==> src/rtl/edge_pkg.sv <==
// rtl/edge_pkg.sv - shared state encoding and image geometry defaults for the anchor sequencer
package edge_pkg;

   localparam int DEF_IMAGE_W = 640;
   localparam int DEF_IMAGE_H = 480;
   localparam int DEF_STEP    = 16;

   typedef enum logic [2:0] {
      S_IDLE        = 3'd0,
      S_LOAD        = 3'd1,
      S_MOVE        = 3'd2,
      S_GUARD       = 3'd3,
      S_WAIT_STAGES = 3'd4,
      S_DONE        = 3'd5
   } anchor_state_t;

endpackage

==> src/rtl/anchor_sequencer_if.sv <==
// rtl/anchor_sequencer_if.sv - control/handshake bundle between a pass controller and the anchor sequencer
interface anchor_sequencer_if #(
   parameter int NUM_STAGES = 3
) ();
   logic                  start;
   logic                  abort;
   logic                  data_ready;
   logic [NUM_STAGES-1:0] stage_final;
   logic                  data_req;
   logic                  anchor_moving;
   logic [31:0]           anchor_x;
   logic [31:0]           anchor_y;
   logic                  busy;
   logic                  frame_done;

   // master: the pass controller and filter stages; slave: the sequencer
   modport master (
      output start, abort, data_ready, stage_final,
      input  data_req, anchor_moving, anchor_x, anchor_y, busy, frame_done
   );

   modport slave (
      input  start, abort, data_ready, stage_final,
      output data_req, anchor_moving, anchor_x, anchor_y, busy, frame_done
   );
endinterface

==> src/rtl/anchor_sequencer.sv <==
// rtl/anchor_sequencer.sv - steps a processing window across the image row by row,
// handshaking window loads and waiting for all filter stages per anchor
module anchor_sequencer
   import edge_pkg::*;
#(
   parameter int IMAGE_W    = DEF_IMAGE_W,
   parameter int IMAGE_H    = DEF_IMAGE_H,
   parameter int STEP       = DEF_STEP,
   parameter int NUM_STAGES = 3
) (
   input  logic             clk,
   input  logic             n_rst,
   anchor_sequencer_if.slave bus
);

   anchor_state_t         state_q, state_d;
   logic [31:0]           x_q, x_d;
   logic [31:0]           y_q, y_d;
   logic [32:0]           step_sum;
   logic [NUM_STAGES-1:0] stage_flags;
   logic                  all_final;

   assign stage_flags = bus.stage_final;
   assign all_final   = &stage_flags;

   // widened so an anchor near 2^32 cannot wrap and look in-range
   assign step_sum = {1'b0, x_q} + 33'(STEP);

   always_ff @(posedge clk or negedge n_rst) begin
      if (!n_rst) begin
         state_q <= S_IDLE;
         x_q     <= 32'd0;
         y_q     <= 32'd0;
      end else begin
         state_q <= state_d;
         x_q     <= x_d;
         y_q     <= y_d;
      end
   end

   always_comb begin
      state_d = state_q;
      x_d     = x_q;
      y_d     = y_q;
      if (state_q != S_IDLE && bus.abort) begin
         state_d = S_IDLE;
         x_d     = 32'd0;
         y_d     = 32'd0;
      end else begin
         unique case (state_q)
            S_IDLE: begin
               if (bus.start && !bus.abort) begin
                  state_d = S_LOAD;
                  x_d     = 32'd0;
                  y_d     = 32'd0;
               end
            end
            S_LOAD: begin
               if (bus.data_ready) state_d = S_MOVE;
            end
            S_MOVE:  state_d = S_GUARD;
            // stages still show final from the previous window here
            S_GUARD: state_d = S_WAIT_STAGES;
            S_WAIT_STAGES: begin
               if (all_final) begin
                  if (step_sum < 33'(IMAGE_W)) begin
                     x_d     = step_sum[31:0];
                     state_d = S_LOAD;
                  end else if (y_q < 32'(IMAGE_H - 1)) begin
                     x_d     = 32'd0;
                     y_d     = y_q + 32'd1;
                     state_d = S_LOAD;
                  end else begin
                     state_d = S_DONE;
                  end
               end
            end
            S_DONE:  state_d = S_IDLE;
            default: state_d = S_IDLE;
         endcase
      end
   end

   assign bus.data_req      = (state_q == S_LOAD);
   assign bus.anchor_moving = (state_q == S_MOVE);
   assign bus.busy          = (state_q != S_IDLE);
   assign bus.frame_done    = (state_q == S_DONE);
   assign bus.anchor_x      = x_q;
   assign bus.anchor_y      = y_q;

endmodule

==> src/flat_wrapper.sv <==
// flat-port wrapper written by rule: the top's interface ports become plain ports
module anchor_sequencer_flat import edge_pkg::*;
#(
   parameter int IMAGE_W    = DEF_IMAGE_W,
   parameter int IMAGE_H    = DEF_IMAGE_H,
   parameter int STEP       = DEF_STEP,
   parameter int NUM_STAGES = 3
)
  (clk, n_rst, bus_start, bus_abort, bus_data_ready, bus_stage_final, bus_data_req, bus_anchor_moving, bus_anchor_x, bus_anchor_y, bus_busy, bus_frame_done);
  anchor_sequencer_if #(.NUM_STAGES(NUM_STAGES)) bus_i ();
  input  logic clk;
  input  logic n_rst;
  input wire logic [$bits(bus_i.start)-1:0] bus_start;
  input wire logic [$bits(bus_i.abort)-1:0] bus_abort;
  input wire logic [$bits(bus_i.data_ready)-1:0] bus_data_ready;
  input wire logic [$bits(bus_i.stage_final)-1:0] bus_stage_final;
  output wire logic [$bits(bus_i.data_req)-1:0] bus_data_req;
  output wire logic [$bits(bus_i.anchor_moving)-1:0] bus_anchor_moving;
  output wire logic [$bits(bus_i.anchor_x)-1:0] bus_anchor_x;
  output wire logic [$bits(bus_i.anchor_y)-1:0] bus_anchor_y;
  output wire logic [$bits(bus_i.busy)-1:0] bus_busy;
  output wire logic [$bits(bus_i.frame_done)-1:0] bus_frame_done;
  assign bus_i.start = bus_start;
  assign bus_i.abort = bus_abort;
  assign bus_i.data_ready = bus_data_ready;
  assign bus_i.stage_final = bus_stage_final;
  assign bus_data_req = bus_i.data_req;
  assign bus_anchor_moving = bus_i.anchor_moving;
  assign bus_anchor_x = bus_i.anchor_x;
  assign bus_anchor_y = bus_i.anchor_y;
  assign bus_busy = bus_i.busy;
  assign bus_frame_done = bus_i.frame_done;
  anchor_sequencer #(.IMAGE_W(IMAGE_W), .IMAGE_H(IMAGE_H), .STEP(STEP), .NUM_STAGES(NUM_STAGES)) u_core (.clk(clk), .n_rst(n_rst), .bus(bus_i));
endmodule
==> config.mk <==
export PLATFORM = sky130hd
export DESIGN_NAME = anchor_sequencer_flat
export DESIGN_NICKNAME = d
export VERILOG_FILES = /design/src/rtl/edge_pkg.sv /design/src/rtl/anchor_sequencer_if.sv /design/src/rtl/anchor_sequencer.sv /design/src/flat_wrapper.sv
export SDC_FILE = /design/constraint.sdc
export NUM_CORES = 1
export LEC_CHECK = 0
export ABC_AREA = 0
export CORE_ASPECT_RATIO = 1.25
export CORE_MARGIN = 8
export CORE_UTILIZATION = 35
export CTS_CLUSTER_DIAMETER = 120
export DETAILED_ROUTE_END_ITERATION = 8
export PLACE_DENSITY = 0.58
export SLEW_MARGIN = 10
export SYNTH_ARGS = -nofsm -noshare
export SYNTH_HDL_FRONTEND = slang
export SYNTH_SLANG_ARGS = --single-unit
==> constraint.sdc <==
create_clock -name clk -period 5.9 [get_ports clk]
set_input_delay 0.885 -clock clk [delete_from_list [all_inputs] [get_ports clk]]
set_output_delay 0.885 -clock clk [all_outputs]
set_load 0.02 [all_outputs]
# Yosys cells after proc, flatten, opt, wreduce, memory -nomap -nowiden

Index checks and enable logic that the tools add are counted.

Bits in registers: 67
Input port bits: 8
Output and inout port bits: 68

Reductions and logical operators: 10
Equal/unequal tests: 11
Add/sub/neg operators: 2
Order comparisons: 2
Multiplexer cells: 18

Operator list:

| kind                                                 | count |
|---|---|
| two-way mux 32 bit                                   | 9 |
| case mux 32 bit (2 select lines)                     | 2 |
| adder 32 x 5 -> 33 bit, second input constant        | 1 |
| < comparator 33 x 10 -> 1 bit, second input constant | 1 |
| adder 32 x 1 -> 32 bit, second input constant        | 1 |
| < comparator 32 x 9 -> 1 bit, second input constant  | 1 |
| two-way mux 3 bit                                    | 6 |
| case mux 3 bit (5 select lines)                      | 1 |
| != test 3 x 1 -> 1 bit, second input constant        | 3 |
| == test 3 x 2 -> 1 bit, second input constant        | 2 |
| == test 3 bit, second input constant                 | 2 |
| != test 3 x 2 -> 1 bit, second input constant        | 2 |
| AND reduction 3 bit                                  | 2 |
| nonzero test 3 bit                                   | 2 |
| AND reduction 5 bit                                  | 1 |
| != test 4 x 1 -> 1 bit, second input constant        | 1 |
| AND reduction 4 bit                                  | 1 |
| == test 3 x 1 -> 1 bit, second input constant        | 1 |
| zero test 3 bit                                      | 1 |
| logical AND 1 bit                                    | 2 |
| zero test 1 bit                                      | 1 |

# Longest topological paths before layout

Word-level depth: 6
Depth in mapped cells: 11
Mapped depth without buffers: 9

# Least setup slack after synthesis

Ideal clock, no wire load.

Path type: register to register
Start point: register u_core.x_q[5], in the netlist u_core.bus.anchor_x[5]
End point: register u_core.x_q[17], in the netlist u_core.bus.anchor_x[17]
Arrival time: 2,659 ps
Buffers on the path: 2
Required time: 5,783 ps
Path slack: 3,124 ps
Clock period less this slack: 2,776 ps
Stages on the path, launching flop included: 12
Cells stage by stage: dfrtp_1 ha_1 nand3_1 or3_1 nor4_1 o31ai_1 a211oi_1 nand3_1 o31a_1 buf_6 buf_6 and2_4

Word-level cells in the longest chain between the ends: 6

Ends and longest elaborated chain:

| what                             | line                   | source |
|---|---|---|
| start, declared                  | anchor_sequencer.sv:17 | `logic [31:0] x_q, x_d;` |
| start signal, assigned           | anchor_sequencer.sv:32 | `x_q <= 32'd0;` |
| start signal, assigned           | anchor_sequencer.sv:36 | `x_q <= x_d;` |
| adder 32 x 5 -> 33 bit (*)       | anchor_sequencer.sv:27 | `assign step_sum = {1'b0, x_q} + 33'(STEP);` |
| < comparator 33 x 10 -> 1 bit    | anchor_sequencer.sv:66 | `if (step_sum < 33'(IMAGE_W)) begin` |
| two-way mux 32 bit               | anchor_sequencer.sv:66 |  |
| two-way mux 32 bit               | anchor_sequencer.sv:65 | `if (all_final) begin` |
| case mux 32 bit (2 select lines) | anchor_sequencer.sv:50 | `unique case (state_q)` |
| two-way mux 32 bit               | anchor_sequencer.sv:45 | `if (state_q != S_IDLE && bus.abort) begin` |

Mark *: on every way between the ends. The rest lies on a longest branch, timed or not. The select of a mux whose other input is x is not followed.
A chain may end at the register's enable or synchronous reset.

# Worst setup path in the final report

Start point: register u_core.x_q[5], in the netlist u_core.bus.anchor_x[5]
End point: register u_core.x_q[4], in the netlist u_core.bus.anchor_x[4]

Word-level cells in the longest chain between the ends: 6

Ends and longest elaborated chain:

| what                              | line |
|---|---|
| adder 32 x 5 -> 33 bit (*)        | anchor_sequencer.sv:27 |
| < comparator 33 x 10 -> 1 bit (*) | anchor_sequencer.sv:66 |
| two-way mux 32 bit                | anchor_sequencer.sv:66 |
| two-way mux 32 bit                | anchor_sequencer.sv:65 |
| case mux 32 bit (2 select lines)  | anchor_sequencer.sv:50 |
| two-way mux 32 bit                | anchor_sequencer.sv:45 |

Marks and branches as above.

==> results_dict.tcl <==
set metrics [dict create \
    status "completed" \
    num_rows 39 \
    drv_slew 0 \
    top_usage_layer "met2" \
    synth_area_mm2 0.00332 \
    drive_above_1_share_pct 9.90 \
    p_comb_share_pct 7.2 \
    clock_skew_ns 0.00400 \
    holdPathStages 1 \
    seqPwrFrac_pct 44.8 \
    via_count 2822 \
    use_met2_pct 22.5 \
    syn2layout_area_growth_pct 31.1 \
    leakage_nw 1.95 \
    grt_max_degree 64 \
    hp-class "reg -> reg" \
    fin_nets 420 \
    hold_viol 0 \
    cts_buffer_depth 2 \
    io_pins 76 \
    setup_slack_ns 2.41 \
    grt_antenna_before_repair 0 \
    die_w_um 103 \
    p_clk_share_pct 48.0 \
    netlist_top_cells_count "dfrtp_1 (63), nor2_1 (36), and2_1 (25), nand2_1 (22)" \
    critical_path_class "reg -> reg" \
    holdWs_ns 0.509 \
    drt_iter0_markers 109 \
    postSynthAreaPerCell_um2 9.69 \
    reg2reg_depth 9 \
    seq_area_frac_synth_pct 47.4 \
    floorplan.initialDensity_pct 36.2 \
    worstHoldEndpoint "u_core.bus.anchor_y[29]" \
    setup-violations-final 0 \
    min_period_ns 3.49 \
    end_kind "flop" \
    worst_r2r_startpoint "u_core.bus.anchor_x[5]" \
    design_area_mm2 0.00436 \
    grtUsageMet1_pct 15.7 \
    drcViolationCount 0 \
    grt_overflow 0 \
    place_congestion 0.816 \
    post-dp-hpwl_um 5950 \
    yosys_register_bits 63 \
    irDropWorstVdd_uv 137 \
    core_area_mm2 0.00917 \
    finalPower_uw 979 \
    ys_warn_count 0 \
    cts_inserted_buffers 9 \
    cts_max_level 3 \
    min-delay-start "u_core.bus.anchor_y[29]" \
    synth_edf_count 0 \
    cp-startpoint "u_core.bus.anchor_x[5]" \
    grt_setup_unrepaired "no" \
    drtAntennaViolNets 0 \
    dp_worst_setup_slack_ns 2.40 \
    fin_tns_setup_ns 0 \
    clk_pin_slew_ns 0.05 \
    grtUsageTotal_pct 13.4 \
    first_pass_iters 4 \
    dieHeight_um 125 \
    slew_headroom_pct 32.1 \
    placed_cell_area_mm2 0.00409 \
    yosysTopAreaCell "dfrtp_1" \
    vias_per_cell 5.26 \
    antennaDiodeCount 0 \
    met3_usage_pct 3.22 \
    setup.worst_path.start_class "flop" \
    routed_wl_um 8390 \
    postCtsSetupBuffers 0 \
    max_freq_ghz 0.287 \
    ff2ff_setup_slack_ns 2.41 \
    max_cap_violations 0 \
    grt_pass1_wl_um 13900 \
    synth_cells 343 \
    fill_cells 905 \
    crit_required_ns 6.11 \
    timing.rr.end "u_core.bus.anchor_x[4]" \
    power.density_mw_per_mm2 225 \
    cts.sinks 63 \
    worst_slew_pin_slew_ns 1.02 \
    ys.flop_type "dfrtp_1" \
    worstPathArrival_ns 3.69 \
    cts_resized 0 \
    p_sw_share_pct 24.2 \
    cts_root_buf "clkbuf_16" \
    critPathMaxFanout 28 \
    switching_power_uw 237 \
    cellInternalPower_uw 742 \
    cts_tree "built" \
    dieArea_mm2 0.0129 \
    finalCritPeriodShare_pct 59.1 \
    ys_async_sr_fraction_pct 100 \
    ctsHoldBuffers 0 \
    portBuffers 71 \
    grt_pass1_vias 2789 \
    synth_most_common_cell "dfrtp_1" \
    ys_types 53 \
    clock_latency_ns 0.32 \
    synth.top_cell.area_share_pct 47.4 \
    avgRoutedWirePerCell_um 15.6 \
    synth.area.top_cells "dfrtp_1 (47%), and2_1 (4.7%), nor2_1 (4.1%)" \
]
==> metal layers <==
metal  wire length, um  vias to the layer above
met4               154                        0
li1                  -                     1376
met3               551                       12
met5                 0                        -
met2              4160                       62
met1              3530                     1372
==> worst max-delay path: stages (launching register included) <==
cell and delay, ns:
dfrtp_1 0.46, ha_1 0.29, nand3_1 0.23, or3_1 0.44
nor4_1 0.28, o31ai_1 0.12, a211oi_1 0.33, nand3_1 0.19
o31a_1 0.60, mux2_2 0.41
==> cell type report <==
cell class	instances	area, um^2	share of cell area (%)
Inverter	5	18.8	0.431
Clock buffer	10	239	5.49
Sequential cell	63	1580	36.2
Tap cell	123	154	3.53
Timing Repair Buffer	72	713	16.4
Multi-Input combinational cell	259	1630	37.4
Clock inverter	5	25.0	0.574
==> power groups by stage <==
stage	clock network [mW]	logic, mW	registers, mW
after detailed placement	0	0.0723	0.446
after global routing	0.500	0.0799	0.439
after global placement	0	0.0720	0.446
after floorplan	0	0.0560	0.443
after CTS	0.483	0.0725	0.438
final	0.470	0.0706	0.439
==> worst max path at each step <==
stage | cells after the start | slack, ns | to
after floorplan | 11 | 3.12 | u_core.bus.anchor_x[17]
after global placement | 6 | 2.48 | u_core.bus.anchor_x[4]
after detailed placement | 6 | 2.40 | u_core.bus.anchor_x[4]
after CTS | 9 | 2.39 | u_core.bus.anchor_x[4]
after global routing | 9 | 2.07 | u_core.bus.anchor_x[4]
final | 9 | 2.41 | u_core.bus.anchor_x[4]
==> kinds of logic after synthesis <==
logic type / share of synthesized area, %
flip-flops: 47.4
other: 0.113
XOR/XNOR: 1.05
AND/OR/NAND/NOR: 30.8
AO/OA/AOI/OAI: 14.1
multiplexers: 1.88
adder cells (fa/ha/maj): 0.753
buffers and inverters: 3.84
==> flip-flops by register name, indices dropped and copies added, names as in the netlist <==
name and cells:
u_core.state_q 3, u_core.bus.anchor_y 32, u_core.bus.anchor_x 28
==> metrics by stage <==
stage / instances / utilization (%)
after floorplan: 346 / -
after global placement: 522 / 44.6
after detailed placement: 522 / 44.6
after CTS: 537 / 47.5
after global routing: 537 / 47.5
final: 537 / 47.5
==> layout by cell type (no fill, tap or decap), drive strengths merged, types with 6 or more instances in the layout <==
| master | instances |
|---|---|
| nand3 | 14 |
| and3 | 12 |
| nand4 | 6 |
| a21oi | 15 |
| and2 | 40 |
| dfrtp | 63 |
| nor2 | 36 |
| clkdlybuf4s50 | 70 |
| nor4 | 11 |
| nand2 | 22 |
| nor3 | 7 |
| a31oi | 7 |
| or3 | 9 |
| clkbuf | 10 |
Note: power is estimated with default switching activity, not from simulation.
